$ cat config.mk
export PLATFORM = sky130hd
export DESIGN_NAME = wr_slave_arb
export DESIGN_NICKNAME = d
export VERILOG_FILES = /design/src/rtl/wr_slave_arb.sv
export SDC_FILE = /design/constraint.sdc
export NUM_CORES = 1
export LEC_CHECK = 0
export CORE_MARGIN = 2
export CORE_UTILIZATION = 18
export DETAILED_ROUTE_END_ITERATION = 6
export PLACE_DENSITY_LB_ADDON = 0.2
export SLEW_MARGIN = 20
export SYNTH_ARGS = -nofsm -noshare
export SYNTH_HDL_FRONTEND = slang
export SYNTH_SLANG_ARGS = --single-unit
$ cat constraint.sdc
create_clock -name ACLK -period 2.25 [get_ports ACLK]
set_input_delay 0.675 -clock ACLK [delete_from_list [all_inputs] [get_ports ACLK]]
set_output_delay 0.675 -clock ACLK [all_outputs]
set_load 0.02 [all_outputs]
$ cat src/rtl/wr_slave_arb.sv
// -----------------------------------------------------------------------------
// wr_slave_arb
//
// Write-channel arbiter for one slave of the two-master / two-slave AXI
// interconnect. Each master's AWADDR is decoded against this slave's window.
// The write path is granted to one master with round-robin fairness, and the
// grant is held across the AW, W and B phases until the write response has
// been accepted.
//
// Handshake rule: a phase advances only on a cycle where the granted master's
// VALID (or BREADY) and the slave's READY (or BVALID) are both high at the
// rising edge of ACLK. Signals from the non-granted master are ignored.
//
// Optional feature macro: WR_ARB_TIMEOUT_EN
//   defined   : a watchdog aborts a transaction stuck for TIMEOUT cycles in
//               one phase and pulses err for one cycle.
//   undefined : no watchdog is built, err is tied low, waits are unbounded.
//
// Ports
//   ACLK, ARESET               clock, synchronous active-high reset
//   m1_/m2_AWVALID, _AWADDR    master write-address request
//   m1_/m2_WVALID, _WLAST      master write data valid / last beat
//   m1_/m2_BREADY              master write-response ready
//   s_AWREADY, s_WREADY,
//   s_BVALID                   slave handshake inputs
//   mas_sel                    01 = master 1, 10 = master 2, 00 = none
//   aw_en, w_en, b_en          phase enables for the AW, W and B muxes
//   err                        one-cycle watchdog abort pulse
//   dbg_state_o                FSM state: 0 IDLE, 1 ADDR, 2 DATA, 3 RESP
// -----------------------------------------------------------------------------
module wr_slave_arb #(
  parameter int                ADDR_W   = 32,
  parameter logic [ADDR_W-1:0] SLV_BASE = 32'h0000_0000,
  parameter logic [ADDR_W-1:0] SLV_MASK = 32'hF000_0000,
  parameter int                TIMEOUT  = 256
) (
  input  logic              ACLK,
  input  logic              ARESET,
  input  logic              m1_AWVALID,
  input  logic              m2_AWVALID,
  input  logic [ADDR_W-1:0] m1_AWADDR,
  input  logic [ADDR_W-1:0] m2_AWADDR,
  input  logic              m1_WVALID,
  input  logic              m2_WVALID,
  input  logic              m1_WLAST,
  input  logic              m2_WLAST,
  input  logic              m1_BREADY,
  input  logic              m2_BREADY,
  input  logic              s_AWREADY,
  input  logic              s_WREADY,
  input  logic              s_BVALID,
  output logic [1:0]        mas_sel,
  output logic              aw_en,
  output logic              w_en,
  output logic              b_en,
  output logic              err,
  output logic [1:0]        dbg_state_o
);

  typedef enum logic [1:0] {
    S_IDLE = 2'd0,
    S_ADDR = 2'd1,
    S_DATA = 2'd2,
    S_RESP = 2'd3
  } state_e;

  state_e     state_q, state_d;
  logic [1:0] mas_sel_q, mas_sel_d;
  // 1 = master 2 was served most recently, 0 = master 1.
  logic       last_m2_q, last_m2_d;

  logic req1, req2;
  logic g_awvalid, g_wvalid, g_wlast, g_bready;
  logic w_hs;
  logic timeout;

  assign req1 = m1_AWVALID & ((m1_AWADDR & SLV_MASK) == SLV_BASE);
  assign req2 = m2_AWVALID & ((m2_AWADDR & SLV_MASK) == SLV_BASE);

  // Granted-master views; mas_sel_q is one-hot whenever the FSM is busy.
  assign g_awvalid = mas_sel_q[1] ? m2_AWVALID : (mas_sel_q[0] & m1_AWVALID);
  assign g_wvalid  = mas_sel_q[1] ? m2_WVALID  : (mas_sel_q[0] & m1_WVALID);
  assign g_wlast   = mas_sel_q[1] ? m2_WLAST   : (mas_sel_q[0] & m1_WLAST);
  assign g_bready  = mas_sel_q[1] ? m2_BREADY  : (mas_sel_q[0] & m1_BREADY);

  assign w_hs = (state_q == S_DATA) & g_wvalid & s_WREADY;

  always_comb begin
    state_d   = state_q;
    mas_sel_d = mas_sel_q;
    last_m2_d = last_m2_q;
    case (state_q)
      S_IDLE: begin
        // On a tie the master not served last wins.
        if (req1 && (!req2 || last_m2_q)) begin
          mas_sel_d = 2'b01;
          state_d   = S_ADDR;
        end else if (req2) begin
          mas_sel_d = 2'b10;
          state_d   = S_ADDR;
        end
      end
      S_ADDR: begin
        if (g_awvalid && s_AWREADY) state_d = S_DATA;
      end
      S_DATA: begin
        if (w_hs && g_wlast) state_d = S_RESP;
      end
      S_RESP: begin
        if (s_BVALID && g_bready) begin
          state_d   = S_IDLE;
          mas_sel_d = 2'b00;
          last_m2_d = mas_sel_q[1];
        end
      end
      default: begin
        state_d   = S_IDLE;
        mas_sel_d = 2'b00;
      end
    endcase
    // Watchdog abort overrides any handshake in the same cycle.
    if (timeout) begin
      state_d   = S_IDLE;
      mas_sel_d = 2'b00;
      last_m2_d = mas_sel_q[1];
    end
  end

  always_ff @(posedge ACLK) begin
    if (ARESET) begin
      state_q   <= S_IDLE;
      mas_sel_q <= 2'b00;
      last_m2_q <= 1'b1;
    end else begin
      state_q   <= state_d;
      mas_sel_q <= mas_sel_d;
      last_m2_q <= last_m2_d;
    end
  end

`ifdef WR_ARB_TIMEOUT_EN
  localparam int CNT_W = (TIMEOUT > 1) ? $clog2(TIMEOUT) : 1;

  logic [CNT_W-1:0] cnt_q;
  logic             err_q;

  // Counts cycles spent in one phase without progress; any state change or
  // W beat restarts it.
  always_ff @(posedge ACLK) begin
    if (ARESET) begin
      cnt_q <= '0;
      err_q <= 1'b0;
    end else begin
      err_q <= timeout;
      if ((state_d != state_q) || w_hs || (state_q == S_IDLE)) cnt_q <= '0;
      else                                                      cnt_q <= cnt_q + 1'b1;
    end
  end

  assign timeout = (state_q != S_IDLE) && (cnt_q == CNT_W'(TIMEOUT - 1));
  assign err     = err_q;
`else
  logic unused_timeout;
  assign unused_timeout = (TIMEOUT > 0);
  assign timeout        = 1'b0;
  assign err            = 1'b0;
`endif

  assign mas_sel     = mas_sel_q;
  assign aw_en       = (state_q == S_ADDR);
  assign w_en        = (state_q == S_DATA);
  assign b_en        = (state_q == S_RESP);
  assign dbg_state_o = state_q;

endmodule

## Word level (Yosys, flattened, before mapping)

Cells that the tools add are included.

- Equality and inequality tests: 7
- Mux-type cells: 13
- Bitwise gates (word level): 8
- Reductions and logical operators: 13

Operators with widths:

| cell | number |
|---|---|
| $logic_not A32 Y1 | 2 |
| $mux W2 | 7 |
| $and A1 B1 Y1 | 8 |
| $pmux W2 S4 | 1 |
| $ne A2 B1 Y1 const B | 3 |
| $eq A2 B2 Y1 const B | 2 |
| $logic_and A1 B1 Y1 | 4 |
| $mux W1 | 4 |
| $pmux W2 S2 | 1 |
| $reduce_and A4 Y1 | 1 |
| $ne A3 B3 Y1 const B | 1 |
| $reduce_and A3 Y1 | 1 |
| $eq A2 B1 Y1 const B | 1 |
| $logic_not A2 Y1 | 1 |
| $reduce_and A2 Y1 | 1 |
| $reduce_bool A2 Y1 | 1 |
| $logic_not A1 Y1 | 1 |
| $logic_or A1 B1 Y1 | 1 |

- Bits in registers: 5
- Output and inout port bits: 8
- Logic and storage cells: 44

## Longest topological paths before layout

- Depth in word-level cells: 7
- Depth in mapped cells: 5

## Least setup slack after synthesis

Ideal clock, no wire load.

- Path kind: input-to-reg
- From: in m1_AWADDR[30]
- To: reg state_q[0] (netlist: dbg_state_o[0])
- Setup time: 70 ps
- Arrival time: 1999 ps
- Required time: 2180 ps
- Path slack: 181 ps
- Stages on the path: 5
- Buffers on the path: 0
- Cells stage by stage: nand2b_1 > or4_4 > a32o_2 > or3_1 > a21oi_1

- Cells in the longest elaborated chain, start to end: 5

RTL lines:

| element | line | text |
|---|---|---|
| from (decl) | 41 | `input logic [ADDR_W-1:0] m1_AWADDR,` |
| $logic_not A32 Y1 * | 77 | `assign req1 = m1_AWVALID & ((m1_AWADDR & SLV_MASK) == SLV_BASE);` |
| $and A1 B1 Y1 * | 77 |  |
| $logic_and A1 B1 Y1 * | 95 | `if (req1 && (!req2 \|\| last_m2_q)) begin` |
| $ne A3 B3 Y1 (no source line) or $mux W2 (tied branches) | - |  |
| $reduce_and A4 Y1 (no source line) or $pmux W2 S4 (tied branches) | - |  |
| to (signal assigned) | 135 | `state_q <= state_d;` |
| to (decl) | 67 | `state_e state_q, state_d;` |

Mark *: on every way between the ends. The rest lies on a longest branch, timed or not.
A chain may end at the register's enable or synchronous reset.

## Final worst setup path

- From: in m1_AWADDR[28]
- To: reg mas_sel_q[0] (netlist: mas_sel[0])

- Cells in the longest elaborated chain, start to end: 5

RTL lines:

| element | line | text |
|---|---|---|
| $logic_not A32 Y1 * | 77 |  |
| $and A1 B1 Y1 * | 77 |  |
| $logic_and A1 B1 Y1 * | 95 |  |
| $ne A3 B3 Y1 (no source line) or $mux W2 (tied branches) | - |  |
| $reduce_and A3 Y1 (no source line) or $pmux W2 S2 (tied branches) | - |  |
| to (signal assigned) | 136 | `mas_sel_q <= mas_sel_d;` |
| to (decl) | 68 | `logic [1:0] mas_sel_q, mas_sel_d;` |

Marked as above.

==> Implementation_results.wiki <==
{| class="wikitable"
! Metric !! Value
|-
| Leading register cell type out of synthesis || dfxtp_1
|-
| Post-synth EDFFs || 0
|-
| Routed len/inst || 11.51 um
|-
| Worst IR Drop VDD || 0.0003317 V
|-
| Post-detailed-placement half-perimeter wirelength || 1.070 mm
|-
| Worst hold path startpoint || last_m2_q
|-
| Vias in the first global route || 416
|-
| Die area || 2685 um2
|-
| Crit Reg-Reg Endpoint || mas_sel[0]
|-
| Drt pass-1 iters || 5
|-
| Startpoint class of the critical path || input pin
|-
| Synth cell types || 25
|-
| Std-Cell Core Area || 2191 um2
|-
| Reg2Reg Setup Slack || 0.69 ns
|-
| Fin crit share || 0.9687
|-
| Global-route wire length before repair || 1.856 mm
|-
| Final setup violation count || 0
|-
| Final critical delay including setup and external delays || 2.179 ns
|-
| Post-synthesis net count || 131
|-
| Gate Count Post-Synth || 50
|-
| TritonCTS clock tree || done
|-
| Area growth syn-to-layout || 97.57%
|-
| Number of failing hold endpoints at the final stage || 0
|-
| Highest fanout seen on the critical path || 3
|-
| Sinks on Clock Net || 5
|-
| Number of cells traversed by the worst register-to-register path || 5
|-
| Clock root buffer master || clkbuf_4
|-
| Signal arrival time at the worst endpoint || 2.32 ns
|-
| Via-to-Cell Ratio || 4.296
|-
| Fraction of final layout cells with drive strength greater than 1 || 0.1724
|-
| Synth top area share || 0.2432
|-
| Number of buffers inserted by port buffering || 27
|-
| H-tree Lvls || 1
|-
| Die Width || 51.82 um
|-
| Buffers from clock root to sink, at most || 2
|-
| Die height || 51.82 um
|-
| Leakage power total || 0.3754 nW
|-
| Clock slew at reported path FFs || 0.04 ns
|-
| Number of design rule violations left after detail routing || 0
|-
| Max Clk Rate || 458.8 MHz
|-
| Number of diodes added for antenna fixing || 0
|-
| Yosys warning total || 0
|-
| Total clock buffers created by CTS || 3
|-
| Ordered list of cells on the worst path || clkdlybuf4s50_1 -> or4_4 -> a32o_2 -> nand3b_4 -> o41ai_2
|-
| DR vias || 494
|-
| Worst path setup slack after routing || 0.07051 ns
|-
| Final hold slack || 0.4935 ns
|-
| Overall Global Routing Usage || 0.09615
|-
| Type of the setup path with the least slack || in -> reg
|-
| Slowest stage cell, crit path || or4_4
|-
| Top cells by area, synth || dfxtp_1 (24%), ha_1 (12%), o21ai_0 (9.7%), nand3b_4 (4.9%), nor2_1 (4.6%)
|-
| Clock latency at the later pin of the worst-skew pair || 0.24 ns
|-
| Depth of the worst hold-timing path || 2
|-
| Top Ports || 85
|-
| Violation count after the first detailed-route iteration || 6
|-
| Post-DRT Antenna Nets || 0
|-
| Pwr/cell area || 614.3 nW/um2
|-
| Data required, critical path || 2.39 ns
|-
| Pin count of the biggest net entering global routing || 9
|-
| Part of the Yosys area used for sequential elements || 0.2432
|-
| Number of nets in the finished design || 169
|-
| Worst clock skew || 0.001313 ns
|-
| Terminating pin of the worst hold path || last_m2_q
|-
| Row cnt || 17
|-
| Outcome || finished clean
|-
| Max-cap violations || 0
|-
| Category of the worst setup path capture point || flip-flop
|-
| Global placement routability congestion || 0.7250
|-
| Count of placed standard cells including taps || 110
|-
| Initial core utilization || 0.1879
|-
| Post-synth ARST share || 0
|-
| Cell type contributing the most total cell area after synthesis || dfxtp_1
|-
| Overall Power || 0.4996 mW
|-
| Setup repair after global routing missed its margin || no
|-
| Max-slew violation count || 0
|-
| Total standard cell area after synthesis || 411.6 um2
|-
| Slowest stage delay, CP || 0.49 ns
|-
| Type of the tightest min-delay check || reg -> reg
|-
| Mean area per synthesized cell || 8.233 um2
|-
| Initial antenna violation count || 0
|-
| Final Non-Filler Cells || 115
|-
| Worst reg2reg startpoint || dbg_state_o[0]
|-
| Routed WL || 1.324 mm
|-
| Placement-stage worst setup slack || -0.2786 ns
|-
| Placement-stage cell area || 754.5 um2
|-
| Total global routing overflow || 0
|-
| Cell area after layout || 813.3 um2
|-
| Yosys reg bits || 5
|}
report_power, final:
group | switching (mW) | internal [mW]
clock network | 0.0320 | 0.0667
logic | 0.131 | 0.152
registers | 0.0135 | 0.105
total | 0.176 | 0.323
kinds of logic after synthesis:
kind of cell	Yosys count	share of synthesized area
adder cells (fa/ha/maj)	4	0.1216
buffers and inverters	5	0.05471
flip-flops	5	0.2432
AO/OA/AOI/OAI	14	0.2189
other	1	0.009110
AND/OR/NAND/NOR	21	0.3526
cells in the final DEF, fill, tap and decap left out:
cell,instances
a21oi_1,1
a22o_1,1
a32o_2,1
and2_1,2
and3_1,1
and3b_1,2
and4b_1,1
buf_4,7
clkbuf_1,1
clkbuf_4,3
clkdlybuf4s50_1,23
conb_1,1
dfxtp_1,5
dlymetal6s2s_1,4
ha_1,4
inv_1,4
nand2_1,1
nand2b_1,1
nand3b_1,1
nand3b_4,1
nand4_1,1
nor2_1,5
nor2b_1,2
nor4_1,1
o21ai_0,4
o21ai_1,4
o31ai_1,1
o41ai_2,2
or3_1,1
or4_4,1
worst max-delay path, delay by kind of cell:
kind	cells	cell delay (ns)
AND/OR/NAND/NOR	2	0.65
AO/OA/AOI/OAI	2	0.59
buffers and inverters	1	0.40
what timing repair did:
item,in CTS,in global routing
setup endpoints to repair,2,5
buffers inserted,0,1
gates resized for setup,2,8
hold buffers,0,0
pin swaps,3,3
cells in the mapped netlist (2+ instances only):
library cell and number:
o21ai_0 8, dfxtp_1 5, nor2_1 5, ha_1 4
inv_1 4, and2_1 2, and3b_1 2, nor2b_1 2
o41ai_1 2
layout make-up:
| cell class | instances | area [um2] |
|---|---|---|
| clock buffers | 4 | 26.28 |
| flip-flops and latches | 5 | 100.1 |
| inverters | 4 | 15.01 |
| fillers | 219 | 1378 |
| well taps | 28 | 35.03 |
| multi-input cells | 40 | 304.0 |
| repair buffers | 34 | 332.8 |
registers in the layout, indices dropped and copies added (netlist names):
signal / count
dbg_state_o: 2
last_m2_q: 1
mas_sel: 2
how the worst max path moves through the flow:
stage                    from              to  slack, ns  cells after the start
6_report        m1_AWADDR[28]      mas_sel[0]       0.07                      5
5_1_grt        dbg_state_o[1]           aw_en      0.002                      3
4_1_cts            m1_AWVALID  dbg_state_o[1]      0.002                      6
3_5_place_dp       m1_AWVALID  dbg_state_o[0]      -0.28                      6
3_3_place_gp       m1_AWVALID  dbg_state_o[0]      -0.28                      6
2_1_floorplan   m1_AWADDR[30]  dbg_state_o[0]       0.18                      5
routing by layer:
layer  vias up  routed length [um]  track usage
met5         -                   0            0
met1       210                 653       0.1346
met4         0                   9      0.07895
li1        256                   -            -
met3         2                 165      0.02299
met2        26                 495       0.1203
metrics by stage:
| step | setup TNS, ns | utilization |
|---|---|---|
| finish | 0 | 0.3712 |
| global route | 0 | 0.3712 |
| CTS | 0 | 0.3598 |
| floorplan | 0 | - |
| global placement | -0.9645 | 0.3444 |
| detailed placement | -1.011 | 0.3444 |
Power figures use the tool's default switching activity.
==> variant, RTL diff (same settings) <==
The option `WR_ARB_TIMEOUT_EN` is turned on by a define.
--- a/src/rtl/wr_slave_arb.sv
+++ b/src/rtl/wr_slave_arb.sv
@@ -29,4 +29,6 @@
 //   dbg_state_o                FSM state: 0 IDLE, 1 ADDR, 2 DATA, 3 RESP
 // -----------------------------------------------------------------------------
+`define WR_ARB_TIMEOUT_EN
+
 module wr_slave_arb #(
   parameter int                ADDR_W   = 32,
Function: same outputs for any inputs over 10 cycles, from zero or initial values and one cycle with ARESET high; that may be too few to reach the edited logic, so the function may still have changed.
==> variant against the unedited design <==
Worst setup slack gained 0.027 ns. Sequential cell count grew 9. Critical path depth grew 2. Area after synthesis grew 120%. Total power grew 46%. Final area grew 80%. Clock power grew to 2.5 times the old value. Wire length grew 110%. Cell count grew 85%. Count of clock-buffer cells in the layout is the same. Register-to-register slack lost 0.43 ns. Clock skew grew 0.0061 ns. First-iteration DRC count grew to 5.0 times the old value. Critical endpoint unchanged. Largest power group is now sequential cells.
==> variant: results (changes against the unedited design) <==
| Group | Result | Reported | Change |
|:---|:---|:---|:---|
| placed design | Placer Congestion | 0.827 | +14% |
| global route | Gr usage total | 11.2% | +1.6 points |
| placed design | Sum of net half-perimeters after detailed placement | 2230 µm | +110% |
| power and ir drop | Leakage dissipation | 0.527 nW | +40% |
| timing | Largest clock skew in the final design | 0.00742 ns | +0.00611 ns |
| placed design | Number of buffers inserted by port buffering | 28 | +3.7% |
| route | Average wire per standard cell | 13.0 µm | +13% |
| global route | Pin count of the biggest net entering global routing | 12 | +3 |
| synthesis | Number of library cell types mapped by synthesis | 41 | +64% |
| placed design | Number of placed instances with taps included | 208 | +89% |
| synthesis | Top cells by area in the synthesized netlist | sky130_fd_sc_hd__dfxtp_1 (30%), sky130_fd_sc_hd__ha_1 (8.2%), sky130_fd_sc_hd__nor4_1 (5.4%) |  |
| power and ir drop | Largest vdd supply drop | 161 µV | -52% |
| synthesis | Top cells by instance count after synthesis | sky130_fd_sc_hd__dfxtp_1 (14), sky130_fd_sc_hd__nand2_1 (8), sky130_fd_sc_hd__nor4_1 (8) |  |
| worst setup path | Cell type of the slowest stage on the worst timing path | sky130_fd_sc_hd__clkdlybuf4s50_1 |  |
| global route | First-pass GRT wire length | 4820 µm | +160% |
| outcome | Outcome | finished clean |  |
| worst setup path | Critical path's top delay family | buffers and inverters |  |
| clocking | PostCTS Resize Cnt | 15 | +13 |
| synthesis | Share of synthesized area occupied by flip-flops and latches | 30.4% | +6.1 points |
| placed design | Placed standard-cell area | 0.00136 mm² | +81% |
| layout | Post-layout nets | 227 | +34% |
| route | Initial DRC count | 30 | +24 |
| synthesis | Avg Synthesized Cell Area | 9.21 µm² | +12% |
| synthesis | Post-Synthesis Net Count | 183 | +40% |
| placed design | Setup WS pre-CTS | -0.337 ns | -0.0579 ns |
| global route | Number of global-route vias before repair | 1039 | +150% |
| layout | Fraction of layout cells with a size suffix above 1 | 22.4% | +5.1 points |
| route | Number of vias in the routed layout | 963 | +95% |
[variant: changes by cell type in the layout (fill, tap and decap cells not counted), sizes merged, moves of 4 or more]
cell | unedited run | this run
nand3 | 0 | 6
buf | 7 | 14
nor4 | 1 | 9
dlygate4sd2 | 0 | 7
dfxtp | 5 | 14
xor2 | 0 | 5
dlymetal6s2s | 4 | 0
nand2 | 1 | 8
a21oi | 1 | 5
o21ai | 8 | 2
[variant: cells by family (layout without fill, tap and decap cells)]
logic type	after synthesis	after routing	synth area share, %
DFF	14	14	30.4
AOI/OAI and AO/OA	21	21	19.3
adders and majority gates	6	6	8.15
buffers and inverters	6	49	3.67
and+or+nand+nor	47	47	32.7
xor gates and xnor gates	6	6	5.71
[variant: power by group]
part | internal [mW] | switching, mW | leakage [nW]
Combinational | 0.109 | 0.0982 | 0.384
Clock | 0.155 | 0.0925 | 0.0288
Sequential | 0.258 | 0.0178 | 0.114
[variant: per-layer routing]
layer / global-route usage [%] / vias to the layer above / wire length [µm]
met5: 0 / - / 0
met4: 5.46 / 0 / 74
met3: 2.25 / 7 / 137
met2: 18.3 / 31 / 1270
met1: 14.1 / 450 / 1290
li1: - / 475 / -
[variant: worst paths after layout]
kind	start	end	slack, ns	cells after the start
worst max-delay path	m1_AWADDR[29]	mas_sel[0]	0.1	7
worst min-delay path	last_m2_q	last_m2_q	0.52	1
worst max register to register	dbg_state_o[0]	cnt_q[7]	0.26	6
worst min register to register	last_m2_q	last_m2_q	0.52	1
[variant: area by class of cell]
type | instances | area, µm²
Clock buffer | 4 | 55.1
Sequential cell | 14 | 283
Timing Repair Buffer | 42 | 380
Multi-Input combinational cell | 80 | 647
Inverter | 3 | 11.3
Tap cell | 70 | 87.6
Fill cell | 566 | 3550
